--- config.mk ---
export PLATFORM = sky130hd
export DESIGN_NAME = lfsr_cipher_ctrl
export DESIGN_NICKNAME = d
export VERILOG_FILES = /design/src/rtl/lfsr_cipher_ctrl.sv
export SDC_FILE = /design/constraint.sdc
export NUM_CORES = 1
export LEC_CHECK = 0
export BUFFER_PORTS_ARGS = -buffer_cell sky130_fd_sc_hd__clkbuf_2
export CORE_UTILIZATION = 25
export CTS_CLUSTER_DIAMETER = 200
export DETAILED_ROUTE_END_ITERATION = 7
export SYNTH_ARGS = -nofsm -noshare
export SYNTH_HDL_FRONTEND = slang
export SYNTH_SLANG_ARGS = --single-unit
--- constraint.sdc ---
create_clock -name clk -period 5.2 [get_ports clk]
set_input_delay 1.56 -clock clk [delete_from_list [all_inputs] [get_ports clk]]
set_output_delay 1.56 -clock clk [all_outputs]
set_load 0.05 [all_outputs]
--- src/rtl/lfsr_cipher_ctrl.sv ---
// One-character-at-a-time LFSR shift cipher controller with valid/ready handshakes.
// Optional build macro: CASE_PRESERVE_EN (restore lowercase on output).
module lfsr_cipher_ctrl #(
    parameter logic [7:0] SEED_DEFAULT = 8'hA5
) (
    input  logic        clk,
    input  logic        rst,
    input  logic        in_valid,
    output logic        in_ready,
    input  logic [7:0]  in_ch,
    input  logic        decrypt,
    input  logic        seed_load,
    input  logic [7:0]  seed,
    output logic        out_valid,
    input  logic        out_ready,
    output logic [7:0]  out_ch,
    output logic        busy,
    output logic [15:0] letter_count
);

    typedef enum logic [2:0] {
        S_IDLE,
        S_NORM,
        S_KEY,
        S_SHIFT,
        S_OUT
    } state_t;

    state_t      r_state;
    logic [7:0]  r_ch;
    logic        r_dec;
    logic [7:0]  r_idx;
    logic        r_is_letter;
`ifdef CASE_PRESERVE_EN
    logic        r_was_lower;
`endif
    logic [7:0]  r_k;
    logic [7:0]  r_lfsr;
    logic [7:0]  r_out_ch;
    logic        r_out_valid;
    logic [15:0] r_count;

    logic        w_lower;
    logic [7:0]  w_upper;
    logic        w_is_letter;
    logic [7:0]  w_raw;
    logic [7:0]  w_mod;
    logic [7:0]  w_c;
    logic [7:0]  w_letter_out;
    logic        w_fb;

    assign w_lower     = (r_ch >= 8'h61) && (r_ch <= 8'h7A);
    assign w_upper     = w_lower ? (r_ch - 8'h20) : r_ch;
    assign w_is_letter = (w_upper >= 8'h41) && (w_upper <= 8'h5A);

    // Both operands are below 26, so one conditional subtract gives mod 26
    assign w_raw = r_dec ? (r_idx + 8'd26 - r_k) : (r_idx + r_k);
    assign w_mod = (w_raw >= 8'd26) ? (w_raw - 8'd26) : w_raw;
    assign w_c   = 8'h41 + w_mod;

`ifdef CASE_PRESERVE_EN
    assign w_letter_out = r_was_lower ? (w_c | 8'h20) : w_c;
`else
    assign w_letter_out = w_c;
`endif

    assign w_fb = r_lfsr[7] ^ r_lfsr[5] ^ r_lfsr[4] ^ r_lfsr[3];

    assign in_ready     = (r_state == S_IDLE) && !seed_load;
    assign busy         = (r_state != S_IDLE);
    assign out_valid    = r_out_valid;
    assign out_ch       = r_out_ch;
    assign letter_count = r_count;

    always_ff @(posedge clk or posedge rst) begin
        if (rst) begin
            r_state     <= S_IDLE;
            r_ch        <= 8'h00;
            r_dec       <= 1'b0;
            r_idx       <= 8'h00;
            r_is_letter <= 1'b0;
`ifdef CASE_PRESERVE_EN
            r_was_lower <= 1'b0;
`endif
            r_k         <= 8'h00;
            r_lfsr      <= SEED_DEFAULT;
            r_out_ch    <= 8'h00;
            r_out_valid <= 1'b0;
            r_count     <= 16'h0000;
        end else begin
            unique case (r_state)
                S_IDLE: begin
                    if (seed_load) begin
                        r_lfsr <= (seed == 8'h00) ? 8'h01 : seed;
                    end else if (in_valid) begin
                        r_ch    <= in_ch;
                        r_dec   <= decrypt;
                        r_state <= S_NORM;
                    end
                end
                S_NORM: begin
                    r_idx       <= w_upper - 8'h41;
                    r_is_letter <= w_is_letter;
`ifdef CASE_PRESERVE_EN
                    r_was_lower <= w_lower;
`endif
                    r_state     <= S_KEY;
                end
                S_KEY: begin
                    r_k     <= r_lfsr % 8'd26;
                    r_state <= S_SHIFT;
                end
                S_SHIFT: begin
                    if (r_is_letter) begin
                        r_out_ch <= w_letter_out;
                        r_lfsr   <= {r_lfsr[6:0], w_fb};
                        r_count  <= r_count + 16'd1;
                    end else begin
                        r_out_ch <= r_ch;
                    end
                    r_out_valid <= 1'b1;
                    r_state     <= S_OUT;
                end
                S_OUT: begin
                    if (out_ready) begin
                        r_out_valid <= 1'b0;
                        r_state     <= S_IDLE;
                    end
                end
                default: begin
                    r_out_valid <= 1'b0;
                    r_state     <= S_IDLE;
                end
            endcase
        end
    end

endmodule

Word level (Yosys, flattened, before mapping)
Cells that the tools add are included.
Word-level totals
  register bits: 62
  input bits: 22
  output and inout port bits: 27
  logic and storage cells: 66
Cells by class
  add/subtract/negate cells: 8
  div/mod/pow operators: 1
  order comparisons: 5
  eq/ne operators: 9
  muxes and demuxes: 14
  bitwise operators: 5
  reductions and logical operators: 14
Operators with widths (count)
  2-to-1 mux 8 bit: 7
  adder 16 x 1 -> 16 bit (second input constant): 1
  greater-or-equal comparator 8 x 7 -> 1 bit (second input constant): 2
  less-or-equal comparator 8 x 7 -> 1 bit (second input constant): 2
  one-hot mux 8 bit (2 select lines): 1
  one-hot mux 3 bit (5 select lines): 1
  inequality test 2 bit (second input constant): 5
  2-to-1 mux 3 bit: 3
  AND reduction 3 bit: 3
  adder 7 x 8 -> 8 bit (first input constant): 1
  adder 8 x 5 -> 8 bit (second input constant): 1
  adder 8 bit: 1
  greater-or-equal comparator 8 x 5 -> 1 bit (second input constant): 1
  zero test 8 bit: 1
  modulo 8 x 5 -> 8 bit (second input constant): 1
  subtractor 8 x 5 -> 8 bit (second input constant): 1
  subtractor 8 x 6 -> 8 bit (second input constant): 1
  subtractor 8 x 7 -> 8 bit (second input constant): 1
  subtractor 8 bit: 1
  == test 3 x 2 -> 1 bit (second input constant): 2
  AND reduction 2 bit: 2
  == test 3 x 1 -> 1 bit (second input constant): 1
  == test 3 bit (second input constant): 1
  logical AND 1 bit: 3
  9 further kinds: 12

Logic depth before layout (Yosys ltp)
Gate-level depths: netlist of the first run.
  depth after elaboration: 7
  mapped depth: 17

Worst setup path after synthesis of the first run
OpenSTA, ideal clock, no wires.
  path type: input to output
  start point: input seed_load
  end point: output in_ready
  arrival: 2.274 ns
  data required time: 3.640 ns
  setup slack: 1.366 ns
  stages on the path: 1
  cells stage by stage: nor2_1
Between the ends
  longest elaborated chain between the ends: 2
RTL lines
  from (decl): line 12  | input logic seed_load,
  zero test 1 bit: line 69  | assign in_ready = (r_state == S_IDLE) && !seed_load;
  logical AND 1 bit: line 69
  to (decl): line 9  | output logic in_ready,
Every way passes these cells.

Final worst setup path of the first run
  start point: register r_idx[1]
  end point: register r_out_ch[4], in the netlist out_ch[4]
Between the ends
  longest elaborated chain between the ends: 7
  elaborated cells on any way between the ends: 9
  those cells by class: add/sub: 5; order compare: 1; mux: 3
RTL lines
  from (decl): line 32  | logic [7:0] r_idx;
  from (signal assigned): line 102  | r_idx <= w_upper - 8'h41;
  adder 8 x 5 -> 8 bit: line 57  | assign w_raw = r_dec ? (r_idx + 8'd26 - r_k) : (r_idx + r_k);
  subtractor 8 bit: line 57
  2-to-1 mux 8 bit *: line 57
  subtractor 8 x 5 -> 8 bit or greater-or-equal comparator 8 x 5 -> 1 bit (tied branches): line 58  | assign w_mod = (w_raw >= 8'd26) ? (w_raw - 8'd26) : w_raw;
  2-to-1 mux 8 bit *: line 58
  adder 7 x 8 -> 8 bit *: line 59  | assign w_c = 8'h41 + w_mod;
  2-to-1 mux 8 bit *: line 114  | if (r_is_letter) begin
  to (signal assigned): line 115  | r_out_ch <= w_letter_out;
  to (signal assigned): line 119  | r_out_ch <= r_ch;
  to (decl): line 39  | logic [7:0] r_out_ch;
Mark *: on every way between the ends. The rest lies on a longest branch, timed or not.
A chain may end at the register's enable or synchronous reset.

==> results of run 1 <==
## layer usage
| metal | up-vias | wire length (um) |
|---|---|---|
| li1 | 1925 | - |
| met2 | 70 | 4600 |
| met5 | - | 0 |
| met3 | 15 | 424 |
| met4 | 0 | 121 |
| met1 | 1727 | 5150 |
## cell families (layout without fill, tap and decap cells)
kind of cell | count (synthesis) | count (layout) | synth area share [%]
adders and majority gates | 30 | 30 | 8.73
buffers and inverters | 58 | 105 | 4.93
muxes | 29 | 29 | 6.93
xor gates and xnor gates | 34 | 34 | 6.70
AOI/OAI and AO/OA | 125 | 125 | 18.7
and+or+nand+nor | 176 | 176 | 19.0
DFF | 62 | 62 | 35.0
## through the flow
step / hold slack [ns] / instance area (um2) / worst slack (ns) / util, %
after floorplan: 0.463 / 4440 / 1.37 / -
after global placement: 0.473 / 4920 / 1.20 / 28.4
after detailed placement: 0.466 / 4920 / 1.11 / 28.4
after CTS: 0.477 / 5300 / 1.08 / 30.5
after global routing: 0.514 / 5300 / 0.791 / 30.5
final: 0.475 / 5300 / 1.11 / 30.5
## placed cells by master, fill, tap and decap left out, drive strengths merged, types with 7 or more instances in the layout
| cell | n |
|---|---|
| mux2 | 14 |
| xor2 | 12 |
| clkbuf | 57 |
| inv | 37 |
| ha | 27 |
| nand2 | 51 |
| mux2i | 15 |
| nor2 | 48 |
| o21ai | 31 |
| o31ai | 8 |
| xnor2 | 22 |
| dfrtp | 58 |
| nand3 | 11 |
| o211ai | 7 |
| a21oi | 30 |
| nor3 | 19 |
## registers in the layout, indices dropped and copies added, names as in the netlist
register and count:
letter_count 16, r_is_letter 1, r_state 3, r_ch 8
out_valid 1, out_ch 8, r_k 8, r_lfsr 8
r_idx 8, r_dec 1
## how the worst min path moves through the flow
stage                  endpoint  slack, ns  cells after the start
6_report       letter_count[15]       0.48                      1
5_1_grt         letter_count[7]       0.51                      1
4_1_cts        letter_count[15]       0.48                      1
3_5_place_dp   letter_count[15]       0.47                      1
3_3_place_gp   letter_count[15]       0.47                      1
2_1_floorplan         r_lfsr[0]       0.46                      2
## worst register-to-register path: cells and delay by family (launching register included)
kind                     cells  cell delay, ns
AO/OA/AOI/OAI                8            1.69
XOR/XNOR                     1            0.18
adder cells (fa/ha/maj)      4            1.20
buffers and inverters        3            0.16
flip-flops                   1            0.41
AND/OR/NAND/NOR              1            0.33
## final cells by class
class                      instances  area [um2]
fill                            1831       12100
inverter                          36         135
clock inverter                     7         145
timing repair buffer              53         278
tap                              225         282
clock buffer                       9         225
sequential                        62        1560
multi-input combinational        394        2670
==> impl_metrics.ini, run 1 <==
[status]
status = finished, final reports clean

[global_routing]
grt_max_degree = 45
grt_antenna_before_repair = 0
grt_util_met2_pct = 18.8
grt_pass1_wl_mm = 17.8
use_met3_pct = 2.66
grt_use_met1_pct = 17.1
grt_pass1_vias = 3563
grt-ovfl-total = 0
gr-max-usage-layer = met2
grt_util_all_layers_pct = 12.1

[place]
hpwl_mm = 7.73
gp_congestion = 0.859
place_inst = 770
port-buffer-count = 48

[clock_network]
cts_max_path_buffers = 2
clk_pin_slew_ns = 0.06
htree_levels = 3
hold_buffers = 0
clock_latency_ns = 0.33
tritoncts = built
root_buffer = clkbuf_16
post_cts.repair.setup_buffers = 0
cts_buffers = 9
clock-sinks = 62
ctsResizeCount = 0

[sta]
timing_hold_violations_final = 0
fin_crit_sh_pct = 78.7
period_minus_slack_ns = 4.09
worst_slew_pin_slew_ns = 0.917
rsz0062_at_grt = no
setup_viol = 0
clock_skew_ns = 0.00286
fmax_mhz = 244
relSlewSlack_pct = 38.8
fin_setup_tns_ns = 0
report.final.slew_viol_count = 0

[floorplanning]
pin_count = 49
die-area_um2 = 18300
fp.dieW_um = 135
row_count = 48
start_util_pct = 25.6
design.core.area_um2 = 17400
die_h_um = 135

[route]
ant_nets = 0
via_count = 3737
wirelength_mm = 10.3
route.detailed.drc = 0
avgRoutedWirePerCell_um = 13.1
drt_pass1_iterations = 4
dr.first_iter.drc_count = 243
viasPerCell = 4.75

[finish]
nets = 607
syn_to_final_growth_pct = 19.1
finalNonFillerCells = 786
layout-drive-gt1-share_pct = 16.9
insertedDiodeCount = 0

[synthesis]
ys_async_sr_fraction_pct = 100
syn_avg_cell_area_um2 = 8.65
syn-num-nets = 565
synth_area_leader_cell = dfrtp_1
ys.flop_type = dfrtp_1
synth_cells = 514
synth_commonest_cells = dfrtp_1 (58), nand2_1 (51), nor2_1 (48), inv_1 (36)
ys_seq_elements = 62
synth.distinct_cells = 63
yosysWarnings = 0
synthTopCellsByArea = dfrtp_1 (33%), ha_1 (7.6%), xnor2_1 (4.3%), nand2_1 (4.3%), nor2_1 (4.1%)
synth_edf_count = 0
syn-cell-area_um2 = 4440
synthMostInstantiatedCell = dfrtp_1
ys_seq_area_share_pct = 35.0
yosys.area.top_type_share_pct = 32.7

[setup_path]
worst_r2r_startpoint = r_idx[1]
r2r_cells = 17
cp.depth = 17
rrSetupSlack_ns = 1.11
cp_max_fo = 10
max_stage_delay_ns = 0.43
cp_num_buf_inv = 3
crit_path_start_kind = flip-flop
crit_chain = inv_1 > ha_1 > inv_1 > ha_1 > fa_1 > a211oi_1 > o211ai_1 > a31o_2 > a31oi_1 > o211ai_4 > nor2_1 > xor2_1 > ha_1 > inv_1 > a2111o_1 > a41oi_1 > a31oi_1
r2r_end = out_ch[4]
cp.arrival_ns = 4.30
critPathTopFamily = compound AO/OA/AOI/OAI gates
endpoint_kind = flip-flop
cp-endpoint = out_ch[4]
worstPathRequired_ns = 5.41
cpMaxStageDelayCell = fa_1
path_class = flip-flop to flip-flop
startpoint = r_idx[1]

[hold_path]
holdCritPathClass = flip-flop to flip-flop
min_from = letter_count[15]

[job]
maxCapViolCount = 0
Power of run 1 is not shown: default switching activity piles up to over one toggle a cycle in this logic, so the estimate is an artifact.
==> run 2: changes to the inputs <==
Clock period 5.2 ns to 4.05 ns, I/O delays scaled along.
==> run 2 against run 1 <==
Design area is 0.26% higher. Sequential share of layout area shrank 0.076 points. Non-clock buffer count up 9. Die area did not move. Critical path depth unchanged. Wire length grew 0.84%. Flip-flop and latch count did not move. Critical path type unchanged.
==> impl_metrics.ini, run 2 (synthesis gave the netlist of run 1 again) <==
[hold_path]
holdCritPathClass = flip-flop to flip-flop

[place]
gp_congestion = 0.851
hpwl_mm = 7.94
port-buffer-count = 48

[setup_path]
worstPathRequired_ns = 4.25
cp_max_fo = 5
crit_path_start_kind = flip-flop
path_class = flip-flop to flip-flop
cp.arrival_ns = 4.00
endpoint_kind = flip-flop

[finish]
nets = 616
largest_reg_flops = 16
num-fill-cells = 1843
layout-drive-gt1-share_pct = 18.4
insertedDiodeCount = 0
syn_to_final_growth_pct = 19.5
mostFrequentLayoutCell = dfrtp_1
layout_common_cells = dfrtp_1 (58), nand2_1 (51), nor2_1 (48), clkbuf_2 (48), inv_1 (35)

[status]
status = finished, final reports clean

[clock_network]
clk_pin_slew_ns = 0.06
hold_buffers = 0
cts_max_path_buffers = 2
clock_latency_ns = 0.33
clock-sinks = 62
tritoncts = built
cts_buffers = 9
htree_levels = 3
root_buffer = clkbuf_16

[sta]
fin_crit_sh_pct = 93.8
period_minus_slack_ns = 3.80
relSlewSlack_pct = 60.7
clock_skew_ns = 0.00622
timing_hold_violations_final = 0
worst_slew_pin_slew_ns = 0.588
fin_setup_tns_ns = 0
rsz0062_at_grt = no
fmax_mhz = 263
report.final.slew_viol_count = 0
setup_viol = 0

[route]
wirelength_mm = 10.4
viasPerCell = 4.78
via_count = 3799
ant_nets = 0
avgRoutedWirePerCell_um = 13.1
route.detailed.drc = 0
drt_pass1_iterations = 4
dr.first_iter.drc_count = 176

[global_routing]
grt_max_degree = 30
grt-ovfl-total = 0
grt_util_met2_pct = 18.6
grt_pass1_wl_mm = 17.4
gr-max-usage-layer = met2
grt_antenna_before_repair = 0
use_met3_pct = 2.32
grt_util_all_layers_pct = 11.9
grt_pass1_vias = 3447
grt_use_met1_pct = 16.8

[floorplanning]
start_util_pct = 25.6
design.core.area_um2 = 17400
die-area_um2 = 18300
pin_count = 49
row_count = 48
fp.dieW_um = 135
die_h_um = 135

[job]
maxCapViolCount = 0
run 2: area by class of cell:
cell class / instances / area, um2 / area share [%]
clock buffer: 11 / 253 / 4.76
clock inverter: 5 / 57.6 / 1.08
inverter: 36 / 135 / 2.55
multi-input combinational: 394 / 2680 / 50.5
sequential: 62 / 1560 / 29.3
tap: 225 / 282 / 5.30
timing repair buffer: 62 / 345 / 6.50
run 2: what timing repair did:
action / 4_1_cts / 5_1_grt
resized for setup: 0 / 1
buffers inserted: 0 / 2
endpoints found under the setup margin: 0 / 1
run 2: path summary, 6_finish.rpt:
kind / from / to / slack [ns] / cells past startpoint
setup / recovery: r_idx[1] / out_ch[4] / 0.25 / 17
hold / removal: letter_count[15] / letter_count[15] / 0.48 / 1
setup reg to reg: r_idx[1] / out_ch[4] / 0.25 / 17
hold reg to reg: letter_count[15] / letter_count[15] / 0.48 / 1
max in group asynchronous: rst / r_lfsr[2] / 2.41 / 3
min in group asynchronous: rst / letter_count[15] / 0.93 / 2
run 2: per-layer routing:
| metal | share of wire, % | vias up |
|---|---|---|
| li1 | - | 1929 |
| met1 | 49 | 1793 |
| met2 | 46 | 68 |
| met3 | 3.5 | 9 |
| met4 | 0.95 | 0 |
| met5 | 0 | - |
run 2: metrics by stage:
step / hold WS (ns) / area (um2) / std cells / setup slack (ns) / util, %
after floorplan: 0.463 / 4440 / 514 / 0.241 / -
after global placement: 0.469 / 4980 / 777 / 0.262 / 28.7
final: 0.483 / 5310 / 795 / 0.250 / 30.6
after global routing: 0.509 / 5310 / 795 / 0.00553 / 30.6
after CTS: 0.483 / 5290 / 793 / 0.156 / 30.5
after detailed placement: 0.468 / 4980 / 777 / 0.167 / 28.7
run 2: worst max-delay path, cell delays in order, from the launching register on:
cell and delay [ns]:
dfrtp_1 0.41, inv_1 0.06, ha_1 0.29, inv_1 0.04, ha_1 0.23, fa_1 0.43, a211oi_1 0.22, o211ai_1 0.13
a31o_2 0.22, a31oi_2 0.27, o211ai_4 0.11, nor2_1 0.16, xor2_1 0.17, ha_1 0.27, inv_1 0.07, a2111o_1 0.29
a41oi_1 0.21, a31oi_1 0.09
Power of run 2 is left out for the same reason.
